<file path="src/rtl/tcp_sched_pkg.sv">
// Shared types and helpers for the TCP read-package scheduler.
package tcp_sched_pkg;

  localparam int BEAT_BYTES = 64;
  localparam int BEAT_SHIFT = $clog2(BEAT_BYTES);

  typedef struct packed {
    logic [15:0] length;
    logic [15:0] session;
  } rdpkg_req_t;

  typedef enum logic [1:0] {S_IDLE, S_EVAL, S_ISSUE} sched_state_e;

  // Beats needed for a payload; 10-bit result, lengths above 65472 wrap.
  function automatic logic [9:0] beats_of(input logic [15:0] length);
    return length[15:BEAT_SHIFT] + {9'd0, |length[BEAT_SHIFT-1:0]};
  endfunction

endpackage

</file>
<file path="src/rtl/rdpkg_notif_fifo.sv">
// First-word-fall-through FIFO for queued RX notifications.
module rdpkg_notif_fifo #(
  parameter int DEPTH = 16,
  parameter int W     = 32,
  localparam int AW   = $clog2(DEPTH)
) (
  input  logic         clk,
  input  logic         rstn,
  input  logic         push,
  input  logic         pop,
  input  logic [W-1:0] din,
  output logic [W-1:0] dout,
  output logic         full,
  output logic         empty,
  output logic [AW:0]  count
);

  logic [AW:0]               wr_ptr, rd_ptr;
  logic [DEPTH-1:0][W-1:0]   mem;

  always_ff @(posedge clk or negedge rstn) begin
    if (!rstn) begin
      wr_ptr <= '0;
      rd_ptr <= '0;
      mem    <= '0;
    end else begin
      if (push && !full) begin
        mem[wr_ptr[AW-1:0]] <= din;
        wr_ptr              <= wr_ptr + 1'b1;
      end
      if (pop && !empty) rd_ptr <= rd_ptr + 1'b1;
    end
  end

  // Extra pointer bit distinguishes full from empty when indices match.
  assign count = wr_ptr - rd_ptr;
  assign empty = (wr_ptr == rd_ptr);
  assign full  = (wr_ptr[AW] != rd_ptr[AW]) && (wr_ptr[AW-1:0] == rd_ptr[AW-1:0]);
  assign dout  = mem[rd_ptr[AW-1:0]];

endmodule

</file>
<file path="src/rtl/tcp_rdpkg_scheduler.sv">
// Credit-based scheduler: queued RX notifications -> read-package requests.
// Optional stall watchdog enabled by defining TCP_RDPKG_TIMEOUT_EN.
module tcp_rdpkg_scheduler
  import tcp_sched_pkg::*;
#(
  parameter int NOTIF_DEPTH = 16,
  parameter int BUF_BEATS   = 1024,
  parameter int CNT_W       = 12
`ifdef TCP_RDPKG_TIMEOUT_EN
  , parameter logic [31:0] STALL_CYCLES = 32'd250000000
`endif
) (
  input  logic             clk,
  input  logic             rstn,
  input  logic             s_notif_valid,
  output logic             s_notif_ready,
  input  logic [87:0]      s_notif_data,
  output logic             m_rdpkg_valid,
  input  logic             m_rdpkg_ready,
  output logic [31:0]      m_rdpkg_data,
  input  logic             rx_beat_pop,
  input  logic             cfg_enable,
  output logic [CNT_W-1:0] stat_outstanding,
  output logic [31:0]      stat_drop_cnt,
  output logic             stat_underflow
`ifdef TCP_RDPKG_TIMEOUT_EN
  , output logic           stat_stall
`endif
);

  localparam int QAW = $clog2(NOTIF_DEPTH);

  sched_state_e      state, state_nx;
  logic              rdy_en;
  logic              q_pop, q_full, q_empty;
  logic [QAW:0]      q_count;
  rdpkg_req_t        head;
  logic [CNT_W-1:0]  outstanding, out_sum, out_nx, need_r, need_c;
  logic [CNT_W:0]    room_sum;
  logic              hs, fits, load, drop, uflow_set;
  logic              unused_notif;

  assign unused_notif = ^s_notif_data[87:32];

  // Ready held low through reset and until the first clock after release.
  assign s_notif_ready = rdy_en & ~q_full;

  rdpkg_notif_fifo #(.DEPTH(NOTIF_DEPTH), .W(32)) u_fifo (
    .clk   (clk),
    .rstn  (rstn),
    .push  (s_notif_valid & s_notif_ready),
    .pop   (q_pop),
    .din   (s_notif_data[31:0]),
    .dout  (head),
    .full  (q_full),
    .empty (q_empty),
    .count (q_count)
  );

  assign need_c   = {{(CNT_W-10){1'b0}}, beats_of(head.length)};
  assign room_sum = {1'b0, outstanding} + {1'b0, need_c};
  // An oversized request is allowed through alone once the buffer is empty.
  assign fits     = (room_sum <= (CNT_W+1)'(BUF_BEATS)) || (outstanding == '0);

  assign m_rdpkg_valid = (state == S_ISSUE);
  assign hs            = m_rdpkg_valid & m_rdpkg_ready;

  always_comb begin
    state_nx = state;
    q_pop    = 1'b0;
    load     = 1'b0;
    drop     = 1'b0;
    case (state)
      S_IDLE:  if (!q_empty && cfg_enable) state_nx = S_EVAL;
      S_EVAL: begin
        if (!cfg_enable || q_count == '0) begin
          state_nx = S_IDLE;
        end else if (head.length == '0) begin
          q_pop    = 1'b1;
          drop     = 1'b1;
          state_nx = S_IDLE;
        end else if (fits) begin
          q_pop    = 1'b1;
          load     = 1'b1;
          state_nx = S_ISSUE;
        end
      end
      S_ISSUE: if (m_rdpkg_ready) state_nx = S_IDLE;
      default: state_nx = S_IDLE;
    endcase
  end

  always_comb begin
    out_sum   = outstanding + (hs ? need_r : '0);
    out_nx    = out_sum;
    uflow_set = 1'b0;
    if (rx_beat_pop) begin
      if (out_sum == '0) uflow_set = 1'b1;
      else               out_nx    = out_sum - 1'b1;
    end
  end

  always_ff @(posedge clk or negedge rstn) begin
    if (!rstn) begin
      state          <= S_IDLE;
      rdy_en         <= 1'b0;
      m_rdpkg_data   <= '0;
      need_r         <= '0;
      stat_drop_cnt  <= '0;
      stat_underflow <= 1'b0;
    end else begin
      state  <= state_nx;
      rdy_en <= 1'b1;
      if (load) begin
        m_rdpkg_data <= head;
        need_r       <= need_c;
      end
      if (drop)      stat_drop_cnt  <= stat_drop_cnt + 32'd1;
      if (uflow_set) stat_underflow <= 1'b1;
    end
  end

`ifdef TCP_RDPKG_TIMEOUT_EN
  logic [31:0] stall_cnt;
  logic        stalling, stall_hit;

  assign stalling  = (state == S_EVAL) && cfg_enable && (q_count != '0) &&
                     (head.length != '0) && !fits;
  assign stall_hit = stalling && (stall_cnt == STALL_CYCLES - 32'd1);

  // Long credit stall means pop pulses were lost; forget the outstanding count.
  always_ff @(posedge clk or negedge rstn) begin
    if (!rstn) begin
      stall_cnt   <= '0;
      stat_stall  <= 1'b0;
      outstanding <= '0;
    end else begin
      stall_cnt   <= (stalling && !stall_hit) ? stall_cnt + 32'd1 : '0;
      if (stall_hit) stat_stall <= 1'b1;
      outstanding <= stall_hit ? '0 : out_nx;
    end
  end
`else
  always_ff @(posedge clk or negedge rstn) begin
    if (!rstn) outstanding <= '0;
    else       outstanding <= out_nx;
  end
`endif

  assign stat_outstanding = outstanding;

endmodule
</file>
<file path="config.mk">
export PLATFORM = sky130hd
export DESIGN_NAME = tcp_rdpkg_scheduler
export DESIGN_NICKNAME = d
export VERILOG_FILES = /design/src/rtl/tcp_sched_pkg.sv /design/src/rtl/rdpkg_notif_fifo.sv /design/src/rtl/tcp_rdpkg_scheduler.sv
export SDC_FILE = /design/constraint.sdc
export NUM_CORES = 1
export LEC_CHECK = 0
export CORE_AREA = 8 8 221 223
export DETAILED_ROUTE_END_ITERATION = 10
export DIE_AREA = 0 0 229 231
export HOLD_SLACK_MARGIN = 0.02
export PLACE_DENSITY = 0.92
export SLEW_MARGIN = 20
export SYNTH_ARGS = -nofsm -noshare
export SYNTH_HDL_FRONTEND = slang
export SYNTH_SLANG_ARGS = --single-unit
</file>
<file path="constraint.sdc">
create_clock -name clk -period 11.5 [get_ports clk]
set_input_delay 2.3 -clock clk [delete_from_list [all_inputs] [get_ports clk]]
set_output_delay 2.3 -clock clk [all_outputs]
set_load 0.005 [all_outputs]
</file>
==> out/results.ini, run 1 <==
[final_layout]
diodes=0
areaGrowthSynthToFinish_pct=12.69
n_fill_cell=2684
drive_gt1_frac=0.4139
fin_nets=2166

[worst_setup_path]
worstSetupStartpoint=u_fifo.rd_ptr[0]$_DFFE_PN0P_
crit_fanout=49
crit_end=m_rdpkg_data[7]$_DFFE_PN0P_
end_kind=register
r2r_slack_ps=3750
r2r-start=u_fifo.rd_ptr[0]$_DFFE_PN0P_
r2r_end=m_rdpkg_data[7]$_DFFE_PN0P_
crit_type=register to register
r2r_cells=18
critPathLaunchType=register
crit_required_ps=11990
crit_arrival_ps=8250

[cts]
numCtsBuffers=59
numClockSinks=612
clkLatencyLatePin_ps=630
cts_resized=0
path_clk_slew_ps=60
tritoncts=built
ctsHoldBuffers=0
clockBufferDepth=3
post_cts.repair.setup_buffers=0
cts_root_buf=clkbuf_16
htreeDepth=2

[placed_design]
io_buffer_count=116
hpwlAfterDp_um=41650
place_congestion=0.8480

[sta]
worstMarginPinSlew_ps=1151
fin_skew_ps=19.17
period_minus_slack_ps=7755
finalHoldViolCount=0
post-route-period-util=0.6743
hold_slack_ps=458.3
finalSetupViolCount=0
grt_setup_unrepaired=false
max_slew_margin=0.2282
max_freq_ghz=0.1290
slew_viol_final=0
setup_tns_ps=0

[route]
drt_iter0_drc=1401
viasPerCell=6.590
drtPass1Iterations=7
routed_wl_um=70610
route.vias.total=17700
drc=0
post_drt_wl_per_cell_um=26.30
drtAntennaViolNets=0

[floorplanning]
start_util=0.6453
core_mm2=0.04509
ioPinCount=173
die_w_um=229
die_h_um=231
rows=78
die-area_mm2=0.05290

[status]
status=completed

[yosys]
yosysMostFrequentCell=dfrtp_1
synth_area_mm2=0.02910
synth_top_area_share=0.5263
yosys.area.top_type=dfrtp_1
ys_top_cells_by_count=dfrtp_1 (612), mux2_2 (530), mux4_2 (133), clkbuf_1 (98), xnor2_1 (52)
synth_fp_nets=2100
synthTopCellsByArea=dfrtp_1 (53%), mux2_2 (21%), mux4_2 (10%)
ys_seq_area_frac=0.5263
syn_inst=1969
async_reset_ff_frac=1.000
synth-main-ff-cell=dfrtp_1
ys_warn_count=0
ys_types=65
syn_avg_cell_area_um2=14.78
ys_ff_latch=612
synth_edf_count=0

[hold_path]
hold-path-cell-count=1
hp-class=register to register

[grt]
grt_util_all_layers=0.2674
grt_max_degree=188
grt_pass1_vias=19360
antenna_found_initial=4
grt_overflow_total=0
grt_pass1_wl_um=111800

[power]
p_per_area_mw_per_mm2=294.0
ir_drop_mv=0.2165
p_leak_nw=14.61

[run]
drv_cap=0

## critical path, cell delays in order (launching register included)
cell	delay (ps)
dfrtp_4	900
buf_4	890
mux4_2	630
a22oi_1	300
nand2_1	170
nor4_1	310
nand2_1	250
ha_1	290
ha_1	240
xor2_1	190
ha_1	260
a211oi_2	310
o21bai_1	190
a2111oi_0	430
mux2_2	380
o41ai_1	350
o22ai_1	210
or3_4	790
mux2_4	440
## layer usage
| layer | track usage | wire (µm) | vias up | share of wire |
|---|---|---|---|---|
| met5 | 0 | 54 | - | 0.00076 |
| met4 | 0.1120 | 2778 | 8 | 0.039 |
| met3 | 0.05973 | 4613 | 214 | 0.065 |
| met2 | 0.4490 | 35670 | 696 | 0.51 |
| met1 | 0.3351 | 27490 | 9359 | 0.39 |
| li1 | - | - | 7418 | - |
## cell type report
class / instances / area [µm²] / area share
clock buffer: 84 / 1763 / 0.05377
multi-input combinational: 1194 / 13160 / 0.4015
sequential: 612 / 15330 / 0.4674
timing repair buffer: 145 / 1431 / 0.04366
inverter: 23 / 86.33 / 0.002633
tap: 600 / 750.7 / 0.02290
clock inverter: 27 / 266.5 / 0.008128
## sequential cells by signal, indices dropped and copies added (netlist names)
register and cells:
state 2, m_rdpkg_data 32, u_fifo.mem 512, stat_outstanding 12
u_fifo.wr_ptr 5, u_fifo.rd_ptr 5, rdy_en 1, stat_underflow 1
stat_drop_cnt 32, need_r 10
## report_power, final
group / switching, W / internal (W)
clock network: 0.000847 / 0.00116
registers: 0.000647 / 0.00304
logic: 0.00179 / 0.00216
total: 0.00328 / 0.00636
## metrics by stage
| stage | util | total power, W | std cells | cell area (µm²) | setup WS (ps) |
|---|---|---|---|---|---|
| after floorplan | - | 0.006453 | 1969 | 29100 | 5986 |
| after global placement | 0.6809 | 0.007298 | 2572 | 30700 | 3951 |
| after detailed placement | 0.6811 | 0.007555 | 2572 | 30710 | 3898 |
| after CTS | 0.7261 | 0.009643 | 2683 | 32740 | 3745 |
| after global routing | 0.7272 | 0.01013 | 2685 | 32790 | 3274 |
| final | 0.7272 | 0.009640 | 2685 | 32790 | 3745 |
## worst min path at each step
stage,from,to,slack [ps]
final,stat_underflow$_DFFE_PN0P_,stat_underflow$_DFFE_PN0P_,460
after CTS,stat_underflow$_DFFE_PN0P_,stat_underflow$_DFFE_PN0P_,460
after floorplan,stat_underflow$_DFFE_PN0P_,stat_underflow$_DFFE_PN0P_,450
after detailed placement,stat_underflow$_DFFE_PN0P_,stat_underflow$_DFFE_PN0P_,450
after global placement,stat_underflow$_DFFE_PN0P_,stat_underflow$_DFFE_PN0P_,440
after global routing,stat_underflow$_DFFE_PN0P_,stat_underflow$_DFFE_PN0P_,490
## logic make-up (layout without fill, tap and decap cells)
| group | Yosys count | count (layout) | synth area share |
|---|---|---|---|
| and+or+nand+nor | 237 | 237 | 0.04197 |
| xor gates and xnor gates | 67 | 67 | 0.02017 |
| other | 1 | 1 | 0.0001289 |
| DFF | 612 | 612 | 0.5263 |
| AOI/OAI and AO/OA | 101 | 101 | 0.02417 |
| buffers and inverters | 163 | 279 | 0.02563 |
| adders and majority gates | 37 | 37 | 0.01668 |
| muxes | 751 | 751 | 0.3449 |
## cells in the final DEF (no fill, tap or decap), types with 6 or more instances in the layout
master and n:
dfrtp_1 609, mux2_2 530, mux4_2 133, clkdlybuf4s50_1 115, clkbuf_16 61, xnor2_1 52
mux2i_1 49, nand2_1 41, nor2_1 38, mux2_4 38, ha_1 34, and3_1 32
nand3_1 28, buf_4 24, inv_1 21, nand4_1 21, o21ai_0 18, a21oi_1 18
clkinv_2 16, xor2_1 15, clkbuf_8 15, a22oi_1 13, nor3_1 13, nor2_4 12
nor4_1 10, and2_1 8, clkbuf_1 8, nand2b_1 7, a211oi_1 6
Power figures use the tool's default switching activity.
==> inputs of run 2 (changes only) <==
- CORE_AREA: 8 8 221 223 -> 8 8 230 232
- DIE_AREA: 0 0 229 231 -> 0 0 238 240
- PLACE_DENSITY: 0.92 -> 0.86
- clock period: 11.5 -> 8.1 ns (I/O delays scaled with it)
==> run 2 against run 1 <==
Cell area increased by 0.24%. Power increased by 41%. Sequential power up 40%. Critical path depth shrank 2. Via count fell by 1.7%. Wire length fell by 4.1%. Worst hold slack hardly changed. Highest routed layer unchanged. Utilization down 6.3 points. Flip-flop and latch count unchanged. Critical path type unchanged. Global-route usage fell by 2.9 points. Sequential share of layout area is 0.11 points lower. Clock skew fell by 1.9 ps.
==> out/results.ini, run 2 (synthesis gave the netlist of run 1 again) <==
[status]
status=completed

[grt]
grt_pass1_vias=18720
use_met1=0.3211
met2_usage=0.3931
grt_pass1_wl_um=107500
antenna_found_initial=3
grt.busiest_layer=met2
grt_util_all_layers=0.2386
grt_overflow_total=0
grt_max_degree=186
use_met3=0.03828

[cts]
cts_root_buf=clkbuf_16
htreeDepth=2
clkLatencyLatePin_ps=630
clockBufferDepth=3
numCtsBuffers=60
numClockSinks=612
cts_resized=0
tritoncts=built
ctsHoldBuffers=0
path_clk_slew_ps=60
post_cts.repair.setup_buffers=0

[final_layout]
stdcell_count=2763
top_register=u_fifo.mem
multi_input_area_mm2=0.01316
largest_reg_flops=512
layout_commonest_cell=dfrtp_1
n_fill_cell=3346
fin_nets=2170
final_cell_mix=dfrtp_1 (609), mux2_2 (530), mux4_2 (133)
top_regs=u_fifo.mem (512), m_rdpkg_data (32), stat_drop_cnt (32)
areaGrowthSynthToFinish_pct=12.96
final_util=0.6646
seq_area_mm2=0.01533
drive_gt1_frac=0.4114

[worst_setup_path]
critPathLaunchType=register
cpMostUsedCell=ha_1
cp_top_family=multiplexers
end_kind=register
crit_type=register to register
cp_cell_sequence=mux4_2 -> mux4_2 -> nor4_1 -> nand2_1 -> ha_1 -> ha_1 -> xor2_1 -> ha_1 -> o21ai_0 -> o21bai_1 -> a2111oi_0 -> mux2_2 -> o41ai_1 -> o22ai_1 -> or3_4 -> mux2_4
crit_arrival_ps=7500
crit_required_ps=8600
crit_path_max_incr_delay_ps=780
crit_fanout=43
cp_num_buf_inv=0
crit_path_top_delay_cell=dfrtp_4

[route]
drc=0
post_drt_wl_per_cell_um=24.50
drtAntennaViolNets=0
viasPerCell=6.297
drt_iter0_drc=1451
route.vias.total=17400
routed_wl_um=67700
drtPass1Iterations=8

[sta]
max_slew_margin=0.2627
hold_slack_ps=458.5
fin_skew_ps=17.30
post-route-period-util=0.8638
slew_viol_final=0
max_freq_ghz=0.1429
worstMarginPinSlew_ps=1100
finalHoldViolCount=0
setup_tns_ps=0
period_minus_slack_ps=6997
finalSetupViolCount=0
grt_setup_unrepaired=false
timing.final.ws_setup_ps=1103

[floorplanning]
die-area_mm2=0.05712
die_w_um=238
core_mm2=0.04945
ioPinCount=173
rows=82
start_util=0.5884
die_h_um=240

[placed_design]
placed_cells=2648
io_buffer_count=116
hpwlAfterDp_um=39360
post-place-ws_ps=1250
place_congestion=0.8674

[run]
drv_cap=0

[power]
ir_drop_mv=0.2824
p_per_area_mw_per_mm2=413.0
p_leak_nw=14.61

[hold_path]
hp-class=register to register

-- run 2: changes by cell type in the layout (fill, tap and decap cells not counted), sizes merged --
cell	delta
bufinv	-2
clkinvlp	-4
diode	+3
buf	+3
clkbuf	+10
clkinv	-4
-- run 2: cell type report --
cell class                      instances  area share
Antenna cell                            3   0.0002284
Clock buffer                           94     0.05604
Clock inverter                         17    0.004759
Inverter                               23    0.002627
Multi-Input combinational cell       1194      0.4003
Sequential cell                       612      0.4663
Tap cell                              672     0.02558
Timing Repair Buffer                  148     0.04412
-- run 2: per-layer routing --
layer  part of all wire  wire length [µm]  vias up
met1               0.42             28620     9268
met5            0.00041                28        -
met2               0.49             33140      542
li1                   -                 -     7415
met3              0.057              3826      169
met4              0.031              2096        4
-- run 2: final timing paths --
check                                             startpoint                      endpoint  cells past startpoint  slack (ps)
worst max register to register  u_fifo.rd_ptr[0]$_DFFE_PN0P_   m_rdpkg_data[7]$_DFFE_PN0P_                     16        1100
worst min-delay path              stat_underflow$_DFFE_PN0P_    stat_underflow$_DFFE_PN0P_                      1         460
worst max-delay path            u_fifo.rd_ptr[0]$_DFFE_PN0P_   m_rdpkg_data[7]$_DFFE_PN0P_                     16        1100
min in group asynchronous                               rstn  m_rdpkg_data[26]$_DFFE_PN0P_                      1        1080
max in group asynchronous                               rstn   u_fifo.mem[380]$_DFFE_PN0P_                      2        5480
worst min register to register    stat_underflow$_DFFE_PN0P_    stat_underflow$_DFFE_PN0P_                      1         460
-- run 2: per-stage QoR --
step / cell area [µm²] / total power (W)
after CTS: 32830 / 0.01357
after floorplan: 29100 / 0.009161
after global routing: 32860 / 0.01427
after detailed placement: 30830 / 0.01070
after global placement: 30830 / 0.01035
final: 32870 / 0.01357
-- run 2: report_power, final --
part           leakage (nW)  switching (W)  total (W)  internal, W
Clock                 0.991        0.00119    0.00281      0.00162
Combinational          5.72        0.00253    0.00561      0.00308
Sequential             7.89       0.000847    0.00516      0.00431
Total                  14.6        0.00457     0.0136      0.00901
